### config.mk
export PLATFORM = sky130hd
export DESIGN_NAME = stream_mux_arbiter
export DESIGN_NICKNAME = d
export VERILOG_FILES = /design/src/rtl/stream_mux_arbiter_pkg.sv /design/src/rtl/stream_mux_arbiter_rr_pick.sv /design/src/rtl/stream_mux_arbiter.sv
export SDC_FILE = /design/constraint.sdc
export NUM_CORES = 1
export LEC_CHECK = 0
export CORE_MARGIN = 2
export CORE_UTILIZATION = 50
export CTS_BUF_LIST = sky130_fd_sc_hd__clkbuf_8 sky130_fd_sc_hd__clkbuf_16
export CTS_CLUSTER_SIZE = 28
export DETAILED_ROUTE_END_ITERATION = 8
export GPL_ROUTABILITY_DRIVEN = 0
export PLACE_DENSITY = 0.8
export RECOVER_POWER = 25
export SLEW_MARGIN = 10
export SYNTH_ARGS = -nofsm -noshare
export SYNTH_HDL_FRONTEND = slang
export SYNTH_SLANG_ARGS = --single-unit
### constraint.sdc
create_clock -name aclk -period 2.15 [get_ports aclk]
set_input_delay 0.3225 -clock aclk [delete_from_list [all_inputs] [get_ports aclk]]
set_output_delay 0.3225 -clock aclk [all_outputs]
set_load 0.02 [all_outputs]
### src/rtl/stream_mux_arbiter_pkg.sv
// Shared types and helpers for the cell-link stream mux arbiter.
// Supports up to MAX_SRC requesting sources.
package stream_mux_arbiter_pkg;
   localparam int MAX_SRC = 8;

   typedef enum logic {IDLE = 1'b0, BUSY = 1'b1} arb_state_t;

   typedef struct packed {
      logic       found;
      logic [2:0] idx;
   } rr_pick_t;

   // Grant index width: clog2(n), never below 1.
   function automatic int clog2_min1(input int n);
      int w;
      w = 1;
      while ((1 << w) < n) w++;
      return w;
   endfunction

   // First set bit of req scanning last+1, last+2, ... modulo n.
   function automatic rr_pick_t rr_next(input logic [MAX_SRC-1:0] req, input int last, input int n);
      rr_pick_t r;
      int       idx;
      r = '0;
      for (int k = 1; k <= MAX_SRC; k++) begin
         idx = last + k;
         if (idx >= n) idx = idx - n;
         if (k <= n && !r.found && req[idx[2:0]]) begin
            r.found = 1'b1;
            r.idx   = idx[2:0];
         end
      end
      return r;
   endfunction
endpackage

### src/rtl/stream_mux_arbiter_rr_pick.sv
// Combinational round-robin pick: one-hot winner after last_owner, its index and any_req.
module rr_priority_pick
   import stream_mux_arbiter_pkg::*;
#(
   parameter int NSRC = 2,
   parameter int IW   = 1
) (
   input  logic [NSRC-1:0] req,
   input  logic [IW-1:0]   last_owner,
   output logic [NSRC-1:0] pick,
   output logic [IW-1:0]   pick_idx,
   output logic            any_req
);
   logic [MAX_SRC-1:0] req_ext;
   rr_pick_t           res;

   always_comb begin
      req_ext             = '0;
      req_ext[NSRC-1:0]   = req;
      res                 = rr_next(req_ext, int'(last_owner), NSRC);
      any_req             = res.found;
      pick_idx            = IW'(res.idx);
      pick                = '0;
      if (res.found) pick[pick_idx] = 1'b1;
   end
endmodule

### src/rtl/stream_mux_arbiter.sv
// Packet-mode round-robin arbiter driving the forward cell-link stream mux select.
// Grant is held until TLAST is accepted downstream or the watchdog expires.
module stream_mux_arbiter
   import stream_mux_arbiter_pkg::*;
#(
   parameter int NSRC    = 2,
   parameter int IW      = clog2_min1(NSRC),
   parameter int TIMEOUT = 4096,
   parameter int TW      = 13
) (
   input  logic            aclk,
   input  logic            areset,
   input  logic            arb_enable,
   input  logic [NSRC-1:0] src_tvalid,
   input  logic [NSRC-1:0] src_suppress,
   input  logic            m_tvalid,
   input  logic            m_tready,
   input  logic            m_tlast,
   input  logic            sticky_clr,
   output logic [NSRC-1:0] grant,
   output logic            grant_valid,
   output logic [IW-1:0]   grant_idx,
   output logic            timeout_pulse,
   output logic [NSRC-1:0] timeout_sticky
);
   arb_state_t      state;
   logic [IW-1:0]   last_owner;
   logic [TW-1:0]   tcnt;
   logic [NSRC-1:0] req, pick;
   logic [IW-1:0]   pick_idx;
   logic            any_req, beat, eop, wd_expire;

   assign req       = src_tvalid & ~src_suppress & {NSRC{arb_enable}};
   assign beat      = m_tvalid & m_tready;
   assign eop       = beat & m_tlast;
   assign wd_expire = (tcnt == TW'(TIMEOUT - 1));

   rr_priority_pick #(.NSRC(NSRC), .IW(IW)) u_pick (
      .req        (req),
      .last_owner (last_owner),
      .pick       (pick),
      .pick_idx   (pick_idx),
      .any_req    (any_req)
   );

   always_ff @(posedge aclk) begin
      if (areset) begin
         state          <= IDLE;
         grant          <= '0;
         grant_valid    <= 1'b0;
         grant_idx      <= '0;
         timeout_pulse  <= 1'b0;
         timeout_sticky <= '0;
         last_owner     <= IW'(NSRC - 1);
         tcnt           <= '0;
      end else begin
         timeout_pulse <= 1'b0;
         // A same-cycle watchdog set below overrides this clear for its bit.
         if (sticky_clr) timeout_sticky <= '0;
         case (state)
            IDLE: begin
               if (any_req) begin
                  grant       <= pick;
                  grant_idx   <= pick_idx;
                  grant_valid <= 1'b1;
                  last_owner  <= pick_idx;
                  tcnt        <= '0;
                  state       <= BUSY;
               end
            end
            BUSY: begin
               if (eop || wd_expire) begin
                  grant       <= '0;
                  grant_valid <= 1'b0;
                  grant_idx   <= '0;
                  tcnt        <= '0;
                  state       <= IDLE;
                  if (!eop) begin
                     timeout_pulse             <= 1'b1;
                     timeout_sticky[grant_idx] <= 1'b1;
                  end
               end else if (beat) begin
                  tcnt <= '0;
               end else begin
                  tcnt <= tcnt + TW'(1);
               end
            end
            default: state <= IDLE;
         endcase
      end
   end
endmodule

Word-level counts from Yosys, hierarchy flattened
Index checks and enable logic that the tools add are counted.
{"block": "totals", "ff_bits": 22, "latchBits": 0, "ramBits": 0, "rom_bits": 0, "input_bits": 11, "output_inout_bits": 7, "word_cells": 73, "mem_count": 0}
{"block": "op_classes", "add_sub_neg": 5, "mul": 0, "div_mod_pow": 0, "magnitude_cmp": 8, "n_eq_ne": 3, "shift": 0, "n_mux": 33, "bitwise": 8, "n_reduce_logical": 8}
{"operator": "$ge 32x3->1 const B", "n": 2}
{"operator": "$mux 13", "n": 3}
{"operator": "$pmux 13 s2", "n": 1}
{"operator": "$mux 2", "n": 7}
{"operator": "$add 13x1->13 const B", "n": 1}
{"operator": "$eq 13x12->1 const B", "n": 1}
{"operator": "$mux 1", "n": 10}
{"operator": "$lt 3x4->1 const B", "n": 2}
{"operator": "$mux 4", "n": 2}
{"operator": "$bmux 1 s3", "n": 2}
{"operator": "$mux 3", "n": 2}
{"operator": "$pmux 1 s2", "n": 3}
{"operator": "$sub 3x3->3 const B", "n": 2}
{"operator": "$and 2x2->2", "n": 2}
{"operator": "$lt 1x2->1 const B", "n": 2}
{"operator": "$ne 2x1->1 const B", "n": 2}
{"operator": "$pmux 2 s2", "n": 1}
{"operator": "$reduce_and 2->1", "n": 2}
{"operator": "$add 1x2->3 const B", "n": 1}
{"operator": "$logic_and 1x1->1", "n": 3}
{"operator": "$reduce_or 3->1", "n": 1}
{"operator": "$add 1x1->2 const B", "n": 1}
{"operator": "$and 1x1->1", "n": 2}
{"operator": "$demux 1 s1", "n": 2}
{"operator": "6 further kinds", "n": 8}

Depth between registers and ports, before layout
{"block": "logic_depth", "ltp_word": 15, "ltp_mapped": 7, "depth_no_buf": 6}

By module
Synthesis repeated with hierarchy kept, for this count alone.
{"block": "unflattened", "hier_cells": 135, "hier_area_um2": 1102.3}
{"mod": "stream_mux_arbiter", "instances": 1, "cells_each": 130, "area_each_um2": 1069.8, "seq_area_each_um2": 440.4}
{"mod": "rr_priority_pick", "instances": 1, "cells_each": 5, "area_each_um2": 32.5, "seq_area_each_um2": 0.0}

Worst setup path after synthesis
Ideal clock, no wire load.
{"block": "synth_timing", "path_kind": "register to register", "from": "reg tcnt[0]", "to": "reg tcnt[5]", "arrival_ns": 1.476, "required_time_ns": 2.025, "setup_slack_ns": 0.549, "stages_incl_launch_ff": 8, "n_path_buf": 1, "synth_period_minus_slack_ns": 1.601, "cell_sequence": "dfxtp_1 > ha_1 > nand3_1 > nor4_4 > nor3_2 > buf_6 > a22oi_1 > o31ai_1"}
{"block": "synth_via", "elab_chain_cells": 4, "word_cells_on_any_way": 6}
{"element": "from (decl)", "line": "stream_mux_arbiter.sv:28", "source": "logic [TW-1:0] tcnt;"}
{"element": "from (signal assigned)", "line": "stream_mux_arbiter.sv:85", "source": "tcnt <= tcnt + TW'(1);"}
{"element": "$add 13x1->13 or $eq 13x12->1 (tied branches)", "line": "stream_mux_arbiter.sv:85, stream_mux_arbiter.sv:36"}
{"element": "$mux 13 or $logic_or 1x1->1 (tied branches)", "line": "stream_mux_arbiter.sv:82, stream_mux_arbiter.sv:72"}
{"element": "$mux 13 (*)", "line": "stream_mux_arbiter.sv:72", "source": "if (eop || wd_expire) begin"}
{"element": "$pmux 13 s2 (*)", "line": "stream_mux_arbiter.sv:60", "source": "case (state)"}
Every way passes the cells marked *; elsewhere a longest branch is shown, timed or not.
A chain may end at the register's enable or synchronous reset.

Worst setup path in the final report
{"block": "layout_timing", "from": "reg tcnt[0]", "to": "reg grant[1]"}
{"block": "layout_via", "elab_chain_cells": 4}
{"element": "$eq 13x12->1", "line": "stream_mux_arbiter.sv:36", "source": "assign wd_expire = (tcnt == TW'(TIMEOUT - 1));"}
{"element": "$logic_or 1x1->1", "line": "stream_mux_arbiter.sv:72"}
{"element": "$ne 2x1->1 (no source line)"}
{"element": "$reduce_and 2->1 (no source line)"}
{"element": "to (signal assigned)", "line": "stream_mux_arbiter.sv:63", "source": "grant <= pick;"}
{"element": "to (decl)", "line": "stream_mux_arbiter.sv:20", "source": "output logic [NSRC-1:0] grant,"}
Every way passes these cells.

==> reports/qor.csv <==
metric;value;unit
most frequent cells in the layout;dfxtp_1 (21), nor2_1 (11), clkdlybuf4s50_1 (11), a21oi_1 (10);
Fill cells;176;
routed wire length;2260;um
final setup vio count;0;
ys async rst share;0;%
drt via density;5.75;
Crit Path Class;flip-flop to flip-flop;
Pins Over Slew Limit;0;
Antenna Diode Count;0;
Detail Route Antenna Nets;0;
post-CTS sizing;0;
routed len/inst;14.0;um
Tcrit/Tclk final;86.8;%
maximum vdd drop;0.568;mV
hold_buf cts;0;
CTS buffer count;3;
DR DRC count;0;
hold path cells;2;
Power Density;597;nW/um^2
I/O Pins;18;
dpl cells;157;
post-synthesis sequential area ratio;41.6;%
layout cells sized above 1;8.21;%
Startpoint Class;flip-flop;
max-cap check violation count;0;
clk_lat worst skew;0.26;ns
CP Max Fanout;5;
Placed Area;1210;um^2
row cnt;16;
Overflow after GRT;0;
register bit total from synthesis;21;
Post-synth EDFFs;0;
Cells after Synth;114;
Clk pin slew, worst setup/hold paths;0.07;ns
Final Critical Period;1.87;ns
post-route insts no fill;161;
Initial DRT Pass Iterations;4;
core footprint;1940;um^2
YS warnings;0;
die width;48.9;um
Buffers on Ports;17;
Total GRT Usage;19.5;%
vias in the first global route;827;
first-pass GRT wire length;3690;um
largest net degree at the start of global routing;14;
Detailed Place HPWL;1630;um
Worst Path Required;2.29;ns
Vias;925;
Synth Cell Area;1010;um^2
Worst-Margin Slew;0.475;ns
Max-slew headroom;68.0;%
Core Util, Final;64.5;%
crit path capture type;flip-flop;
Unique masters post-synth;36;
status;finished clean;
Mapped Nets;126;
DRT iter0 DRCs;20;
chip height;48.9;um
Root Buffer;clkbuf_8;
RSZ-0062 raised after global routing;false;
predominant post-synthesis flop cell;dfxtp_1;
clk_skew;0.00114;ns
r2r worst-path depth;6;
total die area;2400;um^2
setup slack at placement;0.275;ns
Post-Route Setup TNS;0;ns
clock buffer depth;2;
initial cell density of the core;52.0;%
Final WS setup;0.284;ns
commonest non-fill, non-tap cell in the layout;dfxtp_1;
Mapped Avg Cell Area;8.86;um^2
Arrival @ worst endpoint;2.00;ns
antenna violations before repair;0;
Lkg Pwr;0.478;nW
Final nets;147;
clock sinks;21;
CTS tree;yes;
final hold vios;0;
H-tree lvl count;1;
area delta synth->final;24.0;%
design area;1250;um^2
postcts setup bufs;0;
FMAX;536;MHz
worst hold path class;flip-flop to flip-flop;
==> stage by stage <==
step           power, mW  hold WS, ns
3_5_place_dp       0.503        0.449
2_1_floorplan      0.461        0.417
4_1_cts            0.754        0.460
6_report           0.748        0.453
5_1_grt            0.780        0.480
3_3_place_gp       0.501        0.441
==> registers in the layout, indices dropped and copies added (netlist names) <==
name and count:
timeout_pulse 1, timeout_sticky 2, tcnt 13, grant_valid 1, state 1, last_owner 1, grant 2
==> area by class of cell <==
cell class              instances  area, um^2  share of cell area, %
clock buffers                   3        41.3                   3.30
well taps                      27        33.8                   2.70
inverters                       2        7.51                  0.599
multi-input cells              87         553                   44.2
flip-flops and latches         21         420                   33.6
clock inverters                 1        3.75                  0.300
repair buffers                 20         193                   15.4
==> critical path: stages, from the launching register on <==
cell	delay (ns)
dfxtp_1	0.40
ha_1	0.27
nand3_1	0.17
nor4_4	0.36
o21ai_0	0.27
a31oi_1	0.22
nor2_1	0.05
==> final timing paths <==
path / endpoint / slack, ns / startpoint
max: grant[1] / 0.28 / tcnt[0]
min: grant_valid / 0.45 / grant_valid
max reg2reg: grant[1] / 0.28 / tcnt[0]
min reg2reg: grant_valid / 0.45 / grant_valid
==> cells in the mapped netlist, drive strengths merged (3+ instances only) <==
cell / n / area [um^2]
and3: 3 / 18.8
nand2b: 3 / 18.8
nand4: 3 / 33.8
a21oi: 10 / 50.1
nor2: 11 / 43.8
nand2: 6 / 22.5
nor3b: 3 / 22.5
nor3: 3 / 20.0
o21ai: 6 / 30.0
nor2b: 3 / 18.8
dfxtp: 21 / 420
a31oi: 8 / 50.1
nand3: 8 / 40.0
==> metal layers <==
metal / up-vias / GRT usage, % / routed length [um]
met5: - / 0 / 0
met4: 0 / 8.10 / 36
met3: 4 / 3.07 / 41
met2: 12 / 30.8 / 1110
met1: 445 / 26.5 / 1070
li1: 464 / - / -
==> power breakdown <==
| group | switching [mW] | internal (mW) |
|---|---|---|
| clock | 0.127 | 0.127 |
| sequential | 0.00715 | 0.397 |
| combinational | 0.0452 | 0.0445 |
| total | 0.179 | 0.569 |
==> cell families (layout without fill, tap and decap cells) <==
| group | count (synthesis) | count (layout) | synth area share [%] |
|---|---|---|---|
| AOI/OAI and AO/OA | 32 | 32 | 20.1 |
| DFF | 21 | 21 | 41.6 |
| adders and majority gates | 1 | 1 | 1.24 |
| and+or+nand+nor | 52 | 52 | 31.7 |
| muxes | 2 | 2 | 1.98 |
| buffers and inverters | 6 | 26 | 3.35 |
Power figures use the tool's default switching activity.
